--- src/rtl/spiker_result_fifo_if.sv ---
// Bundle between the spiker core / register-file decode (master) and the result FIFO (slave).
interface spiker_result_fifo_if #(
    parameter int WIDTH      = 32,
    parameter int DATA_WIDTH = 800,
    parameter int DEPTH      = 4,
    parameter int CNT_W      = 16
);
    localparam int N_REG   = (DATA_WIDTH + WIDTH - 1) / WIDTH;
    localparam int LEVEL_W = $clog2(DEPTH + 1);

    logic [DATA_WIDTH-1:0]  data_out_i;
    logic                   sample_i;
    logic                   pop_i;
    logic                   mode_i;
    logic                   clr_i;
    logic                   writer_ready_o;
    logic [N_REG*WIDTH-1:0] result_o;
    logic                   valid_o;
    logic [LEVEL_W-1:0]     level_o;
    logic                   overflow_o;
    logic [CNT_W-1:0]       lost_cnt_o;

    modport master (
        output data_out_i, sample_i, pop_i, mode_i, clr_i,
        input  writer_ready_o, result_o, valid_o, level_o, overflow_o, lost_cnt_o
    );

    modport slave (
        input  data_out_i, sample_i, pop_i, mode_i, clr_i,
        output writer_ready_o, result_o, valid_o, level_o, overflow_o, lost_cnt_o
    );
endinterface

--- src/rtl/spiker_result_fifo.sv ---
// Frame FIFO holding spike vectors from the spiker core until software reads them out
// as zero-padded register words; full policy is drop-new or overwrite-oldest.
module spiker_result_fifo #(
    parameter int WIDTH      = 32,
    parameter int DATA_WIDTH = 800,
    parameter int DEPTH      = 4,
    parameter int CNT_W      = 16
) (
    input  logic               clk_i,
    input  logic               rst_i,
    spiker_result_fifo_if.slave bus
);
    localparam int N_REG   = (DATA_WIDTH + WIDTH - 1) / WIDTH;
    localparam int LEVEL_W = $clog2(DEPTH + 1);
    localparam int PTR_W   = (DEPTH > 1) ? $clog2(DEPTH) : 1;
    localparam logic [LEVEL_W-1:0] FULL_LEVEL = LEVEL_W'(DEPTH);
    localparam logic [PTR_W-1:0]   LAST_PTR   = PTR_W'(DEPTH - 1);

    logic [DATA_WIDTH-1:0] storage [DEPTH];

    logic [PTR_W-1:0]   rd_ptr, wr_ptr, rd_ptr_next, wr_ptr_next;
    logic [LEVEL_W-1:0] level, level_next;
    logic               writer_ready, overflow;
    logic [CNT_W-1:0]   lost_cnt;
    logic               not_empty, full, do_pop, do_write, lost;
    logic [N_REG*WIDTH-1:0] padded;

    function automatic logic [PTR_W-1:0] ptr_inc(input logic [PTR_W-1:0] p);
        return (p == LAST_PTR) ? '0 : p + 1'b1;
    endfunction

    // A pop is only honoured on a non-empty FIFO; a concurrent pop frees a slot so a
    // push into a full FIFO is then a normal write rather than a loss.
    always_comb begin
        not_empty   = (level != '0);
        full        = (level == FULL_LEVEL);
        do_pop      = bus.pop_i && not_empty;
        do_write    = 1'b0;
        lost        = 1'b0;
        rd_ptr_next = rd_ptr;
        wr_ptr_next = wr_ptr;
        level_next  = level;

        if (do_pop) begin
            rd_ptr_next = ptr_inc(rd_ptr);
        end

        if (bus.sample_i) begin
            if (!full || do_pop) begin
                do_write    = 1'b1;
                wr_ptr_next = ptr_inc(wr_ptr);
                if (!do_pop) begin
                    level_next = level + 1'b1;
                end
            end else if (bus.mode_i) begin
                do_write    = 1'b1;
                wr_ptr_next = ptr_inc(wr_ptr);
                rd_ptr_next = ptr_inc(rd_ptr);
                lost        = 1'b1;
            end else begin
                lost = 1'b1;
            end
        end else if (do_pop) begin
            level_next = level - 1'b1;
        end
    end

    always_ff @(posedge clk_i or posedge rst_i) begin
        if (rst_i) begin
            rd_ptr       <= '0;
            wr_ptr       <= '0;
            level        <= '0;
            writer_ready <= 1'b1;
        end else begin
            rd_ptr       <= rd_ptr_next;
            wr_ptr       <= wr_ptr_next;
            level        <= level_next;
            writer_ready <= (level_next != FULL_LEVEL) || bus.mode_i;
        end
    end

    // A loss coinciding with a clear restarts the count at one instead of zero.
    always_ff @(posedge clk_i or posedge rst_i) begin
        if (rst_i) begin
            overflow <= 1'b0;
            lost_cnt <= '0;
        end else if (lost) begin
            overflow <= 1'b1;
            if (bus.clr_i) begin
                lost_cnt <= CNT_W'(1);
            end else if (!(&lost_cnt)) begin
                lost_cnt <= lost_cnt + 1'b1;
            end
        end else if (bus.clr_i) begin
            overflow <= 1'b0;
            lost_cnt <= '0;
        end
    end

    always_ff @(posedge clk_i) begin
        if (do_write) begin
            storage[wr_ptr] <= bus.data_out_i;
        end
    end

    always_comb begin
        padded = '0;
        if (not_empty) begin
            padded[DATA_WIDTH-1:0] = storage[rd_ptr];
        end
    end

    assign bus.result_o       = padded;
    assign bus.valid_o        = not_empty;
    assign bus.level_o        = level;
    assign bus.writer_ready_o = writer_ready;
    assign bus.overflow_o     = overflow;
    assign bus.lost_cnt_o     = lost_cnt;
endmodule
--- src/flat_wrapper.sv ---
// flat-port wrapper written by rule: the top's interface ports become plain ports
module spiker_result_fifo_flat 
#(
    parameter int WIDTH      = 32,
    parameter int DATA_WIDTH = 800,
    parameter int DEPTH      = 4,
    parameter int CNT_W      = 16
)
  (clk_i, rst_i, bus_data_out_i, bus_sample_i, bus_pop_i, bus_mode_i, bus_clr_i, bus_writer_ready_o, bus_result_o, bus_valid_o, bus_level_o, bus_overflow_o, bus_lost_cnt_o);
  spiker_result_fifo_if #(.WIDTH(WIDTH), .DATA_WIDTH(DATA_WIDTH), .DEPTH(DEPTH), .CNT_W(CNT_W)) bus_i ();
  input  logic clk_i;
  input  logic rst_i;
  input wire logic [$bits(bus_i.data_out_i)-1:0] bus_data_out_i;
  input wire logic [$bits(bus_i.sample_i)-1:0] bus_sample_i;
  input wire logic [$bits(bus_i.pop_i)-1:0] bus_pop_i;
  input wire logic [$bits(bus_i.mode_i)-1:0] bus_mode_i;
  input wire logic [$bits(bus_i.clr_i)-1:0] bus_clr_i;
  output wire logic [$bits(bus_i.writer_ready_o)-1:0] bus_writer_ready_o;
  output wire logic [$bits(bus_i.result_o)-1:0] bus_result_o;
  output wire logic [$bits(bus_i.valid_o)-1:0] bus_valid_o;
  output wire logic [$bits(bus_i.level_o)-1:0] bus_level_o;
  output wire logic [$bits(bus_i.overflow_o)-1:0] bus_overflow_o;
  output wire logic [$bits(bus_i.lost_cnt_o)-1:0] bus_lost_cnt_o;
  assign bus_i.data_out_i = bus_data_out_i;
  assign bus_i.sample_i = bus_sample_i;
  assign bus_i.pop_i = bus_pop_i;
  assign bus_i.mode_i = bus_mode_i;
  assign bus_i.clr_i = bus_clr_i;
  assign bus_writer_ready_o = bus_i.writer_ready_o;
  assign bus_result_o = bus_i.result_o;
  assign bus_valid_o = bus_i.valid_o;
  assign bus_level_o = bus_i.level_o;
  assign bus_overflow_o = bus_i.overflow_o;
  assign bus_lost_cnt_o = bus_i.lost_cnt_o;
  spiker_result_fifo #(.WIDTH(WIDTH), .DATA_WIDTH(DATA_WIDTH), .DEPTH(DEPTH), .CNT_W(CNT_W)) u_core (.clk_i(clk_i), .rst_i(rst_i), .bus(bus_i));
endmodule
--- config.mk ---
export PLATFORM = sky130hd
export DESIGN_NAME = spiker_result_fifo_flat
export DESIGN_NICKNAME = d
export VERILOG_FILES = /design/src/rtl/spiker_result_fifo_if.sv /design/src/rtl/spiker_result_fifo.sv /design/src/flat_wrapper.sv
export SDC_FILE = /design/constraint.sdc
export NUM_CORES = 2
export LEC_CHECK = 0
export ABC_AREA = 1
export ABC_CLOCK_PERIOD_IN_PS = 39500
export CAP_MARGIN = 40
export CORE_AREA = 2 2 636 638
export DETAILED_ROUTE_END_ITERATION = 16
export DIE_AREA = 0 0 638 640
export GPL_ROUTABILITY_DRIVEN = 0
export MAX_ROUTING_LAYER = met4
export SKIP_CTS_REPAIR_TIMING = 1
export SLEW_MARGIN = 20
export SYNTH_ARGS = -nofsm -noshare
export SYNTH_HDL_FRONTEND = slang
export SYNTH_SLANG_ARGS = --single-unit
export TNS_END_PERCENT = 1
--- constraint.sdc ---
create_clock -name clk_i -period 39.5 [get_ports clk_i]
set_input_delay 7.9 -clock clk_i [delete_from_list [all_inputs] [get_ports clk_i]]
set_output_delay 7.9 -clock clk_i [all_outputs]
set_load 0.03 [all_outputs]
==> results_dict.tcl <==
set metrics [dict create \
    postSynthCellCount 9670 \
    peakVddDrop_v 0.0000702 \
    cts_tree "yes" \
    grt_start_max_net_pins 219 \
    layout.nets 12018 \
    most-common-layout-cells "nor2_1, edfxtp_1, clkdlybuf4s50_1" \
    wirelength_um 411000 \
    route.detailed.vias_per_inst 4.85 \
    layout-drive-gt1-share_pct 5.75 \
    design.die.area_um2 408000 \
    htree_num_levels 5 \
    worstReg2RegStart "u_core.bus.level_o[0]" \
    r2r-end "u_core.storage[1][313]" \
    hpwl_um 271000 \
    whs_endpoint "u_core.bus.overflow_o" \
    whs_path_depth 2 \
    worstHoldPathType "register to register" \
    area_growth_syn_to_layout_pct 26.9 \
    tritoncts.num_buffers 345 \
    synth-async-reset-ratio_pct 0.775 \
    ys_seq_elements 3225 \
    yosysSeqAreaShare_pct 77.6 \
    drc_errors 0 \
    rsz0062_at_grt "no" \
    initial_core_util_pct 31.1 \
    tightestPinTransition_ns 1.21 \
    grt_remaining_overflow 0 \
    worst-endpoint-required_ns 31.60 \
    final_hold_viol_count 0 \
    cap_violations 0 \
    first_global_vias 76478 \
    critical_path_peak_fanout 65 \
    cts.reportedPaths.clkPinSlew_ns 0.06 \
    power_per_cell_area_nw_per_um2 93.9 \
    fin_clk_skew_ns 0.0718 \
    path_class "register to output pin" \
    clockRootBuffer "clkbuf_16" \
    first_iter_violations 7956 \
    die-width_um 638 \
    globalRouteTotalUtil_pct 19.7 \
    drtAntennaViolNets 0 \
    drtPass1Iterations 6 \
    grt_antenna_before_repair 203 \
    synthFlopType "edfxtp_1" \
    max_clock_freq_ghz 0.0689 \
    wl_per_cell_um 24.3 \
    fp.dieH_um 640 \
    clock_path_buffers 4 \
    count_of_unique_library_cells_instantiated_by_yosys 30 \
    synth_nets 10485 \
    tritoncts_num_sinks 3225 \
    critical_path.startpoint_type "register" \
    slew_viol_final 0 \
    worst-r2r-setup-slack_ns 32.56 \
    std_cell_rows 233 \
    synth.yosys.warnings 0 \
    cp_data_arrival_time_ns 6.60 \
    register_to_register_path_depth 13 \
    grt_pass1_wl_um 570000 \
    hold_start "u_core.bus.overflow_o" \
    mostFrequentLayoutCell "nor2_1" \
    synth_area_um2 125000 \
    result_of_the_run "finished, final reports clean" \
    io-pin-count 1628 \
    fp.coreArea_um2 401000 \
    portBuffers 1627 \
    worst_skew_pair.late_latency_ns 0.94 \
    finalSetupViolCount 0 \
    timing.critical_path.to_type "output pin" \
    fin_crit_sh_pct 36.7 \
    synth_enable_flop_cells 3200 \
    post_route_setup_tns_ns 0 \
    avgSynthCellArea_um2 12.9 \
    fin_util_pct 39.4 \
    timing.final.crit_period_ns 14.50 \
    power.leakage_nw 51.9 \
    timing.max_slew.rel_slack_pct 19.4 \
    route.vias.total 82050 \
]
## routing by layer
layer / vias to the layer above / wire length (µm) / global-route usage [%]
li1: 37799 / - / -
met4: 0 / 13400 / 7.95
met3: 667 / 34600 / 6.28
met5: - / 0 / -
met2: 3010 / 197000 / 30.3
met1: 40574 / 166000 / 24.0
## state kept, by name (all words and copies together), names as in the netlist
signal / count
u_core.bus.writer_ready_o: 1
u_core.storage: 3200
u_core.wr_ptr: 2
u_core.bus.level_o: 3
u_core.rd_ptr: 2
u_core.bus.overflow_o: 1
u_core.bus.lost_cnt_o: 16
## cells in the mapped netlist (2+ instances only)
| cell | instances | area share, % |
|---|---|---|
| buf_6 | 9 | 0.081 |
| nand3_1 | 20 | 0.080 |
| buf_2 | 261 | 1.0 |
| nand2_2 | 2 | 0.010 |
| dfrtp_1 | 24 | 0.48 |
| inv_1 | 46 | 0.14 |
| nand4_1 | 12 | 0.060 |
| ha_1 | 9 | 0.090 |
| buf_1 | 52 | 0.16 |
| nand2_1 | 75 | 0.23 |
| xor2_1 | 2 | 0.014 |
| o21ai_0 | 781 | 3.1 |
| clkbuf_2 | 99 | 0.40 |
| nor2_1 | 3224 | 9.7 |
| o21ai_1 | 838 | 3.4 |
| clkbuf_1 | 196 | 0.59 |
| buf_4 | 5 | 0.030 |
| a21oi_1 | 802 | 3.2 |
| edfxtp_1 | 3200 | 77 |
| inv_2 | 2 | 0.0060 |
| xnor2_1 | 2 | 0.014 |
## through the flow
step / setup WS, ns / hold WS [ns] / power [mW] / area [µm²] / instances
after floorplan: -3.96 / 0.558 / 9.89 / 125000 / 9670
after global placement: 24.37 / 0.467 / 11.7 / 146000 / 16092
after detailed placement: 24.27 / 0.500 / 11.8 / 147000 / 16133
after CTS: 24.63 / 0.515 / 14.9 / 158000 / 16746
after global routing: 24.55 / 0.568 / 15.5 / 158000 / 16899
final: 25.00 / 0.503 / 14.8 / 158000 / 16911
## how the worst max path moves through the flow
stage                               start  cells after the start                      to  slack, ns
global placement             bus_sample_i                     11  u_core.storage[1][199]      24.37
global route             u_core.rd_ptr[0]                     13       bus_result_o[244]      24.55
finish                   u_core.rd_ptr[0]                     13       bus_result_o[244]      25.00
floorplan                       bus_pop_i                      6    u_core.storage[0][0]      -3.96
CTS                 u_core.bus.level_o[1]                     11       bus_result_o[314]      24.63
detailed placement           bus_sample_i                     11  u_core.storage[1][199]      24.27
## where the power goes
| group | leakage [nW] | internal [mW] | switching, mW |
|---|---|---|---|
| clock network | 5.23 | 1.73 | 1.35 |
| registers | 29.9 | 4.64 | 0.161 |
| logic | 16.8 | 2.17 | 4.79 |
| total | 51.9 | 8.55 | 6.30 |
## logic make-up (layout without fill, tap and decap cells)
group	count (synthesis)	after routing	share of synthesized area, %
simple gates	3338	3338	10.1
fa+ha+maj	9	9	0.0903
buf+inv	671	2470	2.45
compound gates	2423	2423	9.73
other cells	0	155	0
xor+xnor	4	4	0.0281
flops	3225	3225	77.6
## critical path, stage by stage (launching register included)
cell and delay (ns):
dfrtp_4 0.87, buf_4 0.43, buf_12 0.28, buf_4 0.30, buf_16 0.29, buf_4 0.60, buf_4 0.62, buf_4 0.51
buf_12 0.29, nor2_1 0.08, nor2_1 0.08, o21ai_0 0.09, a21oi_1 0.30, clkdlybuf4s50_1 0.73
## final cells by class
type	instances	area, µm²
Antenna cell	155	388
Multi-Input combinational cell	5774	24900
Clock inverter	187	1730
Clock buffer	426	8990
Tap cell	5287	6620
Sequential cell	3225	96700
Timing Repair Buffer	1808	18700
Inverter	49	199
Fill cell	37238	243000
Power figures use the tool's default switching activity.
